## config.mk

```make
export PLATFORM = sky130hd
export DESIGN_NAME = pc_fetch_unit
export DESIGN_NICKNAME = d
export VERILOG_FILES = /design/src/rtl/pc_fetch_unit.sv
export SDC_FILE = /design/constraint.sdc
export NUM_CORES = 1
export LEC_CHECK = 0
export ABC_AREA = 1
export BUFFER_PORTS_ARGS = -buffer_cell sky130_fd_sc_hd__clkbuf_2
export CAP_MARGIN = 15
export CORE_ASPECT_RATIO = 0.8
export CORE_UTILIZATION = 50
export DETAILED_ROUTE_END_ITERATION = 10
export GPL_TIMING_DRIVEN = 0
export HOLD_SLACK_MARGIN = 0.02
export PLACE_DENSITY_LB_ADDON = 0.05
export RECOVER_POWER = 100
export SYNTH_ARGS = -nofsm -noshare
export SYNTH_HDL_FRONTEND = slang
export SYNTH_SLANG_ARGS = --single-unit
```

## constraint.sdc

```tcl
create_clock -name clk -period 1.6 [get_ports clk]
set_input_delay 0.32 -clock clk [delete_from_list [all_inputs] [get_ports clk]]
set_output_delay 0.32 -clock clk [all_outputs]
set_load 0.1 [all_outputs]
```

## src/rtl/pc_fetch_unit.sv

```systemverilog
// Program-counter and fetch sequencer: one outstanding fetch over req/ack,
// a single-entry instruction buffer, execute-stage redirects and misaligned-target traps.
module pc_fetch_unit #(
    parameter int              XLEN      = 32,
    parameter logic [XLEN-1:0] INITPC    = {XLEN{1'b0}},
    parameter int              IMM_SHIFT = 0
) (
    input  logic            clk,
    input  logic            nRST,
    output logic            fetch_req,
    output logic [XLEN-1:0] fetch_addr,
    input  logic            fetch_ack,
    input  logic [31:0]     fetch_data,
    output logic            instr_valid,
    output logic [31:0]     instr,
    output logic [XLEN-1:0] instr_pc,
    input  logic            instr_ready,
    input  logic            halt,
    input  logic            br_valid,
    input  logic [2:0]      br_op,
    input  logic            br_eq,
    input  logic            br_lt,
    input  logic            br_ltu,
    input  logic [XLEN-1:0] br_pc,
    input  logic [XLEN-1:0] br_base,
    input  logic [XLEN-1:0] br_offset,
    output logic            redirect,
    output logic            trap_valid,
    output logic [XLEN-1:0] trap_addr
);

    typedef enum logic [1:0] {
        ST_FETCH   = 2'd0,
        ST_HOLD    = 2'd1,
        ST_TRAPPED = 2'd2
    } state_t;

    localparam logic [2:0] BR_BEQ  = 3'd0;
    localparam logic [2:0] BR_BNE  = 3'd1;
    localparam logic [2:0] BR_JAL  = 3'd2;
    localparam logic [2:0] BR_JALR = 3'd3;
    localparam logic [2:0] BR_BLT  = 3'd4;
    localparam logic [2:0] BR_BGE  = 3'd5;
    localparam logic [2:0] BR_BLTU = 3'd6;
    localparam logic [2:0] BR_BGEU = 3'd7;

    localparam logic [XLEN-1:0] PC_STEP = {{(XLEN-3){1'b0}}, 3'b100};

    state_t          state_r, state_nxt_s;
    logic [XLEN-1:0] pc_r, pc_nxt_s;
    logic            kill_r, kill_nxt_s;
    logic            fetch_req_r, req_nxt_s;
    logic [XLEN-1:0] fetch_addr_r, fetch_addr_nxt_s;
    logic            instr_valid_r, ivalid_nxt_s;
    logic [31:0]     instr_r;
    logic [XLEN-1:0] instr_pc_r;
    logic            redirect_r, trap_valid_r;
    logic [XLEN-1:0] trap_addr_r;

    logic            taken_s;
    logic [XLEN-1:0] offset_sh_s, jalr_sum_s, target_s;
    logic            br_hit_s, do_trap_s, do_redir_s;
    logic            ack_s, load_instr_s, in_flight_s;

    // Branch condition decode from the execute-stage compare flags.
    always_comb begin
        taken_s = 1'b0;
        case (br_op)
            BR_BEQ:  taken_s = br_eq;
            BR_BNE:  taken_s = ~br_eq;
            BR_BLT:  taken_s = br_lt;
            BR_BGE:  taken_s = ~br_lt;
            BR_BLTU: taken_s = br_ltu;
            BR_BGEU: taken_s = ~br_ltu;
            BR_JAL:  taken_s = 1'b1;
            BR_JALR: taken_s = 1'b1;
            default: taken_s = 1'b0;
        endcase
    end

    // Target address; JALR clears bit 0 of the computed sum.
    always_comb begin
        offset_sh_s = br_offset << IMM_SHIFT;
        jalr_sum_s  = br_base + offset_sh_s;
        if (br_op == BR_JALR) begin
            target_s = {jalr_sum_s[XLEN-1:1], 1'b0};
        end else begin
            target_s = br_pc + offset_sh_s;
        end
    end

    assign br_hit_s    = br_valid & taken_s & (state_r != ST_TRAPPED);
    assign do_trap_s   = br_hit_s & (target_s[1:0] != 2'b00);
    assign do_redir_s  = br_hit_s & (target_s[1:0] == 2'b00);
    assign ack_s       = fetch_req_r & fetch_ack;
    assign in_flight_s = fetch_req_r & ~fetch_ack;

    // Next-state logic; a resolved control transfer overrides normal sequencing.
    always_comb begin
        state_nxt_s  = state_r;
        pc_nxt_s     = pc_r;
        kill_nxt_s   = kill_r;
        ivalid_nxt_s = instr_valid_r;
        load_instr_s = 1'b0;
        case (state_r)
            ST_FETCH: begin
                if (ack_s) begin
                    if (kill_r) begin
                        kill_nxt_s = 1'b0;
                    end else begin
                        load_instr_s = 1'b1;
                        ivalid_nxt_s = 1'b1;
                        pc_nxt_s     = pc_r + PC_STEP;
                        state_nxt_s  = ST_HOLD;
                    end
                end else begin
                    state_nxt_s = ST_FETCH;
                end
            end
            ST_HOLD: begin
                if (instr_valid_r && instr_ready) begin
                    ivalid_nxt_s = 1'b0;
                    state_nxt_s  = ST_FETCH;
                end else begin
                    state_nxt_s = ST_HOLD;
                end
            end
            ST_TRAPPED: begin
                state_nxt_s = ST_TRAPPED;
            end
            default: begin
                state_nxt_s = ST_TRAPPED;
            end
        endcase

        if (do_trap_s) begin
            load_instr_s = 1'b0;
            ivalid_nxt_s = 1'b0;
            pc_nxt_s     = pc_r;
            kill_nxt_s   = 1'b0;
            state_nxt_s  = ST_TRAPPED;
        end else if (do_redir_s) begin
            load_instr_s = 1'b0;
            ivalid_nxt_s = 1'b0;
            pc_nxt_s     = target_s;
            kill_nxt_s   = in_flight_s;
            state_nxt_s  = ST_FETCH;
        end else begin
            load_instr_s = load_instr_s;
        end
    end

    // Request and address: an unacked request is held with its original address.
    always_comb begin
        if (in_flight_s) begin
            req_nxt_s        = 1'b1;
            fetch_addr_nxt_s = fetch_addr_r;
        end else if ((state_nxt_s == ST_FETCH) && !halt) begin
            req_nxt_s        = 1'b1;
            fetch_addr_nxt_s = pc_nxt_s;
        end else begin
            req_nxt_s        = 1'b0;
            fetch_addr_nxt_s = pc_nxt_s;
        end
    end

    // Sequencer state and registered outputs.
    always_ff @(posedge clk or negedge nRST) begin
        if (!nRST) begin
            state_r       <= ST_FETCH;
            pc_r          <= INITPC;
            kill_r        <= 1'b0;
            fetch_req_r   <= 1'b0;
            fetch_addr_r  <= INITPC;
            instr_valid_r <= 1'b0;
            instr_r       <= 32'h0000_0000;
            instr_pc_r    <= {XLEN{1'b0}};
            redirect_r    <= 1'b0;
            trap_valid_r  <= 1'b0;
            trap_addr_r   <= {XLEN{1'b0}};
        end else begin
            state_r       <= state_nxt_s;
            pc_r          <= pc_nxt_s;
            kill_r        <= kill_nxt_s;
            fetch_req_r   <= req_nxt_s;
            fetch_addr_r  <= fetch_addr_nxt_s;
            instr_valid_r <= ivalid_nxt_s;
            redirect_r    <= do_redir_s;
            trap_valid_r  <= do_trap_s;
            if (load_instr_s) begin
                instr_r    <= fetch_data;
                instr_pc_r <= pc_r;
            end else begin
                instr_r    <= instr_r;
                instr_pc_r <= instr_pc_r;
            end
            if (do_trap_s) begin
                trap_addr_r <= target_s;
            end else begin
                trap_addr_r <= trap_addr_r;
            end
        end
    end

    assign fetch_req   = fetch_req_r;
    assign fetch_addr  = fetch_addr_r;
    assign instr_valid = instr_valid_r;
    assign instr       = instr_r;
    assign instr_pc    = instr_pc_r;
    assign redirect    = redirect_r;
    assign trap_valid  = trap_valid_r;
    assign trap_addr   = trap_addr_r;

endmodule

```

Yosys cells after proc, flatten, opt, wreduce, memory -nomap -nowiden
Index checks and enable logic that the tools add are counted.

Output and inout port bits: 132. Bits in read-only memories: 0. Latch bits: 0. Memories kept: 0. Bits in writable memories: 0. Bits in registers: 167.

Bitwise operators: 10. Add/sub/neg operators: 3. Shifts and indexed selects: 0. Reductions and logical operators: 14. Equal/unequal tests: 12. Multiply operators: 0. Mux-type cells: 30. Order comparisons: 0. Divide/modulo/power cells: 0.

Operators by type and width (number): two-way mux 32 bit (6); adder 32 bit (2); adder 32 x 3 -> 32 bit (second input constant) (1); two-way mux 1 bit (17); == test 3 bit (second input constant) (4); != test 4 bit (second input constant) (3); two-way mux 2 bit (4); one-hot mux 1 bit (7 select lines) (1); AND 1 bit (6); == test 3 x 2 -> 1 bit (second input constant) (2); logical NOT 2 bit (3); nonzero test 3 bit (2); inverter 1 bit (4); one-hot mux 2 bit (2 select lines) (1); AND reduction 4 bit (1); nonzero test 4 bit (1); == test 3 x 1 -> 1 bit (second input constant) (1); logical NOT 3 bit (1); == test 2 x 1 -> 1 bit (second input constant) (1); logical AND 1 bit (2); != test 2 bit (second input constant) (1); one-hot mux 1 bit (2 select lines) (1); AND reduction 2 bit (1); nonzero test 2 bit (1); 2 further kinds (2).

Longest topological paths before layout
Depth after elaboration: 12. Depth in mapped cells: 18. Depth with buffers taken out: 18.

Worst setup path after synthesis
No wires, ideal clock.

Path kind: register to register. From: register fetch_req_r, in the netlist fetch_req. To: register fetch_addr_r[21], in the netlist fetch_addr[21]. Data required time: 1480 ps. Arrival: 2267 ps. Period minus slack after synthesis: 2387 ps. Cell stages (with the launch flop): 16. Path slack: -787 ps. Cells stage by stage: dfrtp_1 > nand2_1 > nor2_1 > nand4_2 > nor2_4 > nand2_2 > nor2_4 > nand2_1 > clkinv_1 > nand2_1 > nand2_1 > nand3_1 > nand3_1 > nand2_1 > nand2_1 > nand2_1.

Cells in the longest elaborated chain, start to end: 5.

RTL lines: from (decl) (line 52) `logic fetch_req_r, req_nxt_s;`; from (signal assigned) (line 185) `fetch_req_r <= req_nxt_s;`; AND 1 bit (line 95) `assign ack_s = fetch_req_r & fetch_ack;`; two-way mux 32 bit (line 107) `if (ack_s) begin`; two-way mux 32 bit (line 105) `case (state_r)`; two-way mux 32 bit (line 142) `end else if (do_redir_s) begin`; two-way mux 32 bit (line 136) `if (do_trap_s) begin`; via pc_nxt_s[21] (line 50) `logic [XLEN-1:0] pc_r, pc_nxt_s;`; to (signal assigned) (line 186) `fetch_addr_r <= fetch_addr_nxt_s;`; to (decl) (line 53) `logic [XLEN-1:0] fetch_addr_r, fetch_addr_nxt_s;`.

The timed path passes the listed nets, and every way through them passes these cells. A chain may end at the register's enable or synchronous reset.

Final worst setup path
From: input port br_offset[0]. To: register fetch_req_r, in the netlist fetch_req.

Cells in the longest elaborated chain, start to end: 10.

RTL lines: from (decl) (line 26) `input logic [XLEN-1:0] br_offset,`; adder 32 bit (on tied branches) (line 88, 84); two-way mux 32 bit (*) (line 85) `if (br_op == BR_JALR) begin`; logical NOT 2 bit (line 94) `assign do_redir_s = br_hit_s & (target_s[1:0] == 2'b00);`; AND 1 bit (line 94); two-way mux 2 bit (line 142); two-way mux 2 bit (*) (line 136); via state_nxt_s[1] (line 49) `state_t state_r, state_nxt_s;`; logical NOT 2 bit (*) (line 158) `end else if ((state_nxt_s == ST_FETCH) && !halt) begin`; logical AND 1 bit (*) (line 158); two-way mux 1 bit (*) (line 158); two-way mux 1 bit (*) (line 155) `if (in_flight_s) begin`; via req_nxt_s (line 52).

Mark *: on every way through the listed nets, which the timed path passes. The rest lies on a longest branch.

==> parameters.txt <==
Parameter                              Value

Pwr
  Psw ... 19400 uW
  Leakage power ... 0.00962 uW
  Power density over cell area ... 1810 nW/um^2
  Total power consumption of the routed design ... 32000 uW
  Seq pwr share ... 0.233
  Fraction of power consumed by combinational cells ... 0.632
  Peak supply drop ... 2530 uV
  Switching fraction of total power ... 0.607
  Internal power ... 12600 uW
  Proportion of power drawn by the clock network ... 0.135

Setup path
  Critical Path RT ... 1.93 ns
  Cell with the largest stage delay on the worst path ... fa_2
  Worst-path cell chain ... buf_8 -> ha_4 -> fa_2 -> nand2_2 -> nand2_4 -> a21oi_4 -> nand3_4 -> inv_8 -> buf_6 -> clkbuf_16 -> buf_6 -> a21oi_2 -> o31ai_2
  WS Path Type ... in -> reg
  Delay of the slowest critical-path stage ... 0.46 ns
  Highest fanout seen on the critical path ... 6
  Worst R2R Start ... pc_r[5]$_DFF_PN0_
  Worst Reg-to-Reg Cells ... 12
  Cell occurring most often along the worst timing path ... buf_6
  Worst endpoint data arrival time ... 2.45 ns
  Critical Path Source Type ... input port
  Capturing point of the worst reg2reg path ... fetch_addr[20]$_DFFE_PN0N_
  Setup slack of the worst register-to-register path ... -0.49 ns
  Category of the worst setup path capture point ... register

Route
  DRC marker count from the first detailed-route iteration ... 1741
  Wire length per cell ... 18.3 um
  Count of antenna-violating nets left after detailed routing ... 0
  Number of search-and-repair iterations in the first detailed-routing pass ... 8
  WL final ... 47400 um
  Via count ... 14300
  Vias/cell ... 5.51
  Count of unresolved DRC violations after routing ... 0

STA
  Setup Skew ... 0.00792 ns
  Worst setup margin ... -0.515 ns
  Peak Freq ... 473 MHz
  Slew HR ... 0.363
  Hold WS ... 0.0690 ns
  Final cycle utilization of the critical path ... 1.32
  Endpoints failing setup ... 182
  RSZ-0062 raised after global routing ... yes
  Final total negative setup slack ... -42.27 ns
  Hold violation total from the final report ... 0
  Pin slew with the least headroom to its limit ... 0.955 ns
  Pins over their slew limit ... 0
  Minimum period implied by the final worst setup slack ... 2.11 ns

Layout
  Final Net Count ... 2469
  Number of antenna repair diodes ... 0
  Area growth from synthesis to layout ... 44.3%
  Area of the multi-input gates ... 8320 um^2
  Share of cells above drive strength 1 ... 0.334
  Fill cell total of the finished layout ... 1816
  Register cell area after layout ... 4190 um^2

Floorplanning
  Vert. Die Dim ... 142 um
  Number of primary I/O pins ... 272
  Horizontal die dimension ... 177 um
  Initial Utilization ... 0.516
  Core box area ... 23700 um^2
  Die Footprint ... 25100 um^2
  Row count ... 50

GRT
  First-pass GRT wire length ... 66600 um
  GRT Util Overall ... 0.347
  Antenna violations before repair ... 0
  Via count of the first global-routing pass ... 12500
  Leftover overflow at the end of global routing ... 0
  Maximum number of pins on one net before global-route repair ... 105

Clock network
  Maximum number of buffers from clock root to sink ... 2
  H-tree levels ... 4
  Root Buffer Master ... clkbuf_16
  CTS tree ... done
  Clock latency of the later-clocked register in the worst-skew pair ... 0.44 ns
  Number of sinks handled by clock tree synthesis ... 167
  Reg clk slew, reported paths ... 0.07 ns
  Number of buffers created by CTS ... 17

Yosys
  Number of enable flip-flop cells after synthesis ... 0
  Synth Instances ... 1887
  Top cell type's share of synthesized area ... 0.341
  Post-Syn Area per Cell ... 6.49 um^2
  Cell area after synthesis ... 12200 um^2
  Syn nets ... 2091
  Post-synthesis sequential area ratio ... 0.341
  Most area-hungry cell type in the Yosys netlist ... dfrtp_1
  Distinct cell type count of the synthesized netlist ... 53
  Biggest area contributors in the synthesized netlist ... dfrtp_1 34%, nand2_1 24%, inv_1 7.8%
  Most repeated cell in the gate-level netlist after synthesis ... nand2_1
  Async set-or-reset flop fraction in the synthesized netlist ... 1.00
  Commonest register cell after synthesis ... dfrtp_1
  Synth top cells by count ... 793 x nand2_1, 255 x inv_1, 167 x dfrtp_1
  Number of warning messages in the yosys log ... 0
  Register bit total from synthesis ... 167

Min path
  Launch point of the worst hold path ... fetch_data[11]
  Count of cells along the worst hold path ... 3
  Endpoint, Worst Hold ... instr[11]$_DFFE_PN0P_
  Path type of the worst min-delay path ... in -> reg

Placed design
  Count of buffers inserted at the top-level ports ... 271
  GP Congestion ... 0.980
  Hpwl dp ... 32800 um

Run status
  Violated checks ... negative setup slack
  Outcome ... finished, violations left

Flow run
  Max-Cap Viols ... 0
## timing repair
action                                  CTS  global route
buffers inserted                         40            35
pin swaps                                44            42
endpoints found under the setup margin  190           235
hold buffers                              1             0
gates resized for setup                 226           346
cloned                                    9             9
endpoints found under the hold margin    63             0
## placed cells by master (no fill, tap or decap), types with 17 or more instances in the layout
master     count
clkbuf_16     26
nand2_2       85
inv_1        249
nand2_4       24
ha_4          18
clkbuf_4      30
buf_4         41
dfrtp_1      162
buf_12        23
nand3_1       97
a21oi_1       45
nand2_1      691
nand3_2       58
nor2_2        17
o21ai_0       25
o21a_1        17
nor2_1        90
o21ai_2       26
buf_6         28
ha_1          30
buf_2         70
clkbuf_2     173
o21ai_1       33
## sequential cells by signal, indices dropped and copies added (netlist names), 2 cells and up
register	flops
instr_pc	32
state_r	2
pc_r	32
fetch_addr	32
trap_addr	32
instr	32
## power groups by stage
stage / combinational (uW) / sequential [uW] / clock, uW
6_report: 20200 / 7470 / 4310
5_1_grt: 21100 / 7630 / 4470
4_1_cts: 19000 / 7320 / 4280
3_5_place_dp: 18000 / 7340 / 0
3_3_place_gp: 17800 / 7310 / 0
2_1_floorplan: 4290 / 17500 / 0
## kinds of logic (layout without fill, tap and decap cells)
| family | after synthesis | count (layout) | synth area share |
|---|---|---|---|
| buffers and inverters | 306 | 697 | 0.102 |
| xor gates and xnor gates | 15 | 15 | 0.0107 |
| DFF | 167 | 167 | 0.341 |
| and+or+nand+nor | 1140 | 1140 | 0.386 |
| AOI/OAI and AO/OA | 194 | 194 | 0.0929 |
| muxes | 1 | 1 | 0.000818 |
| adders and majority gates | 64 | 64 | 0.0667 |
## worst max-delay path, delay by kind of cell
kind | cells | cell delay [ns]
AO/OA/AOI/OAI | 3 | 0.47
adder cells (fa/ha/maj) | 2 | 0.62
buffers and inverters | 5 | 0.64
AND/OR/NAND/NOR | 3 | 0.38
## through the flow
stage | setup WS [ns] | utilization | area [um^2] | cells
6_report | -0.515 | 0.745 | 17700 | 2590
5_1_grt | -0.591 | 0.745 | 17700 | 2590
4_1_cts | -0.372 | 0.687 | 16300 | 2553
3_5_place_dp | -1.15 | 0.603 | 14300 | 2471
3_3_place_gp | -3.41 | 0.601 | 14300 | 2470
2_1_floorplan | -0.383 | - | 12500 | 1887
## final cells by class
cell class	count	area share
tap	312	0.0221
buffer	40	0.0285
inverter	264	0.0584
clock buffer	19	0.0251
clock inverter	13	0.00907
sequential	167	0.237
timing repair buffer	360	0.148
timing repair inverter	1	0.000637
multi-input combinational	1414	0.471
## worst max path at each step
stage                            from                    endpoint  slack, ns
CTS                      br_offset[0]  fetch_addr[21]$_DFFE_PN0N_      -0.37
global route        pc_r[3]$_DFF_PN0_  fetch_addr[20]$_DFFE_PN0N_      -0.59
global placement                 nRST         fetch_req$_DFF_PN0_      -3.41
detailed placement       br_offset[2]  fetch_addr[31]$_DFFE_PN0N_      -1.15
finish                   br_offset[0]         fetch_req$_DFF_PN0_      -0.51
floorplan                    br_pc[0]   fetch_addr[9]$_DFFE_PN0N_      -0.38
## metal layers
layer | up-vias | GRT usage | part of all wire
li1 | 6719 | - | -
met1 | 6616 | 0.511 | 0.44
met2 | 833 | 0.527 | 0.44
met3 | 115 | 0.0713 | 0.10
met4 | 0 | 0.0676 | 0.025
met5 | - | 0 | 0
Power figures use the tool's default switching activity.
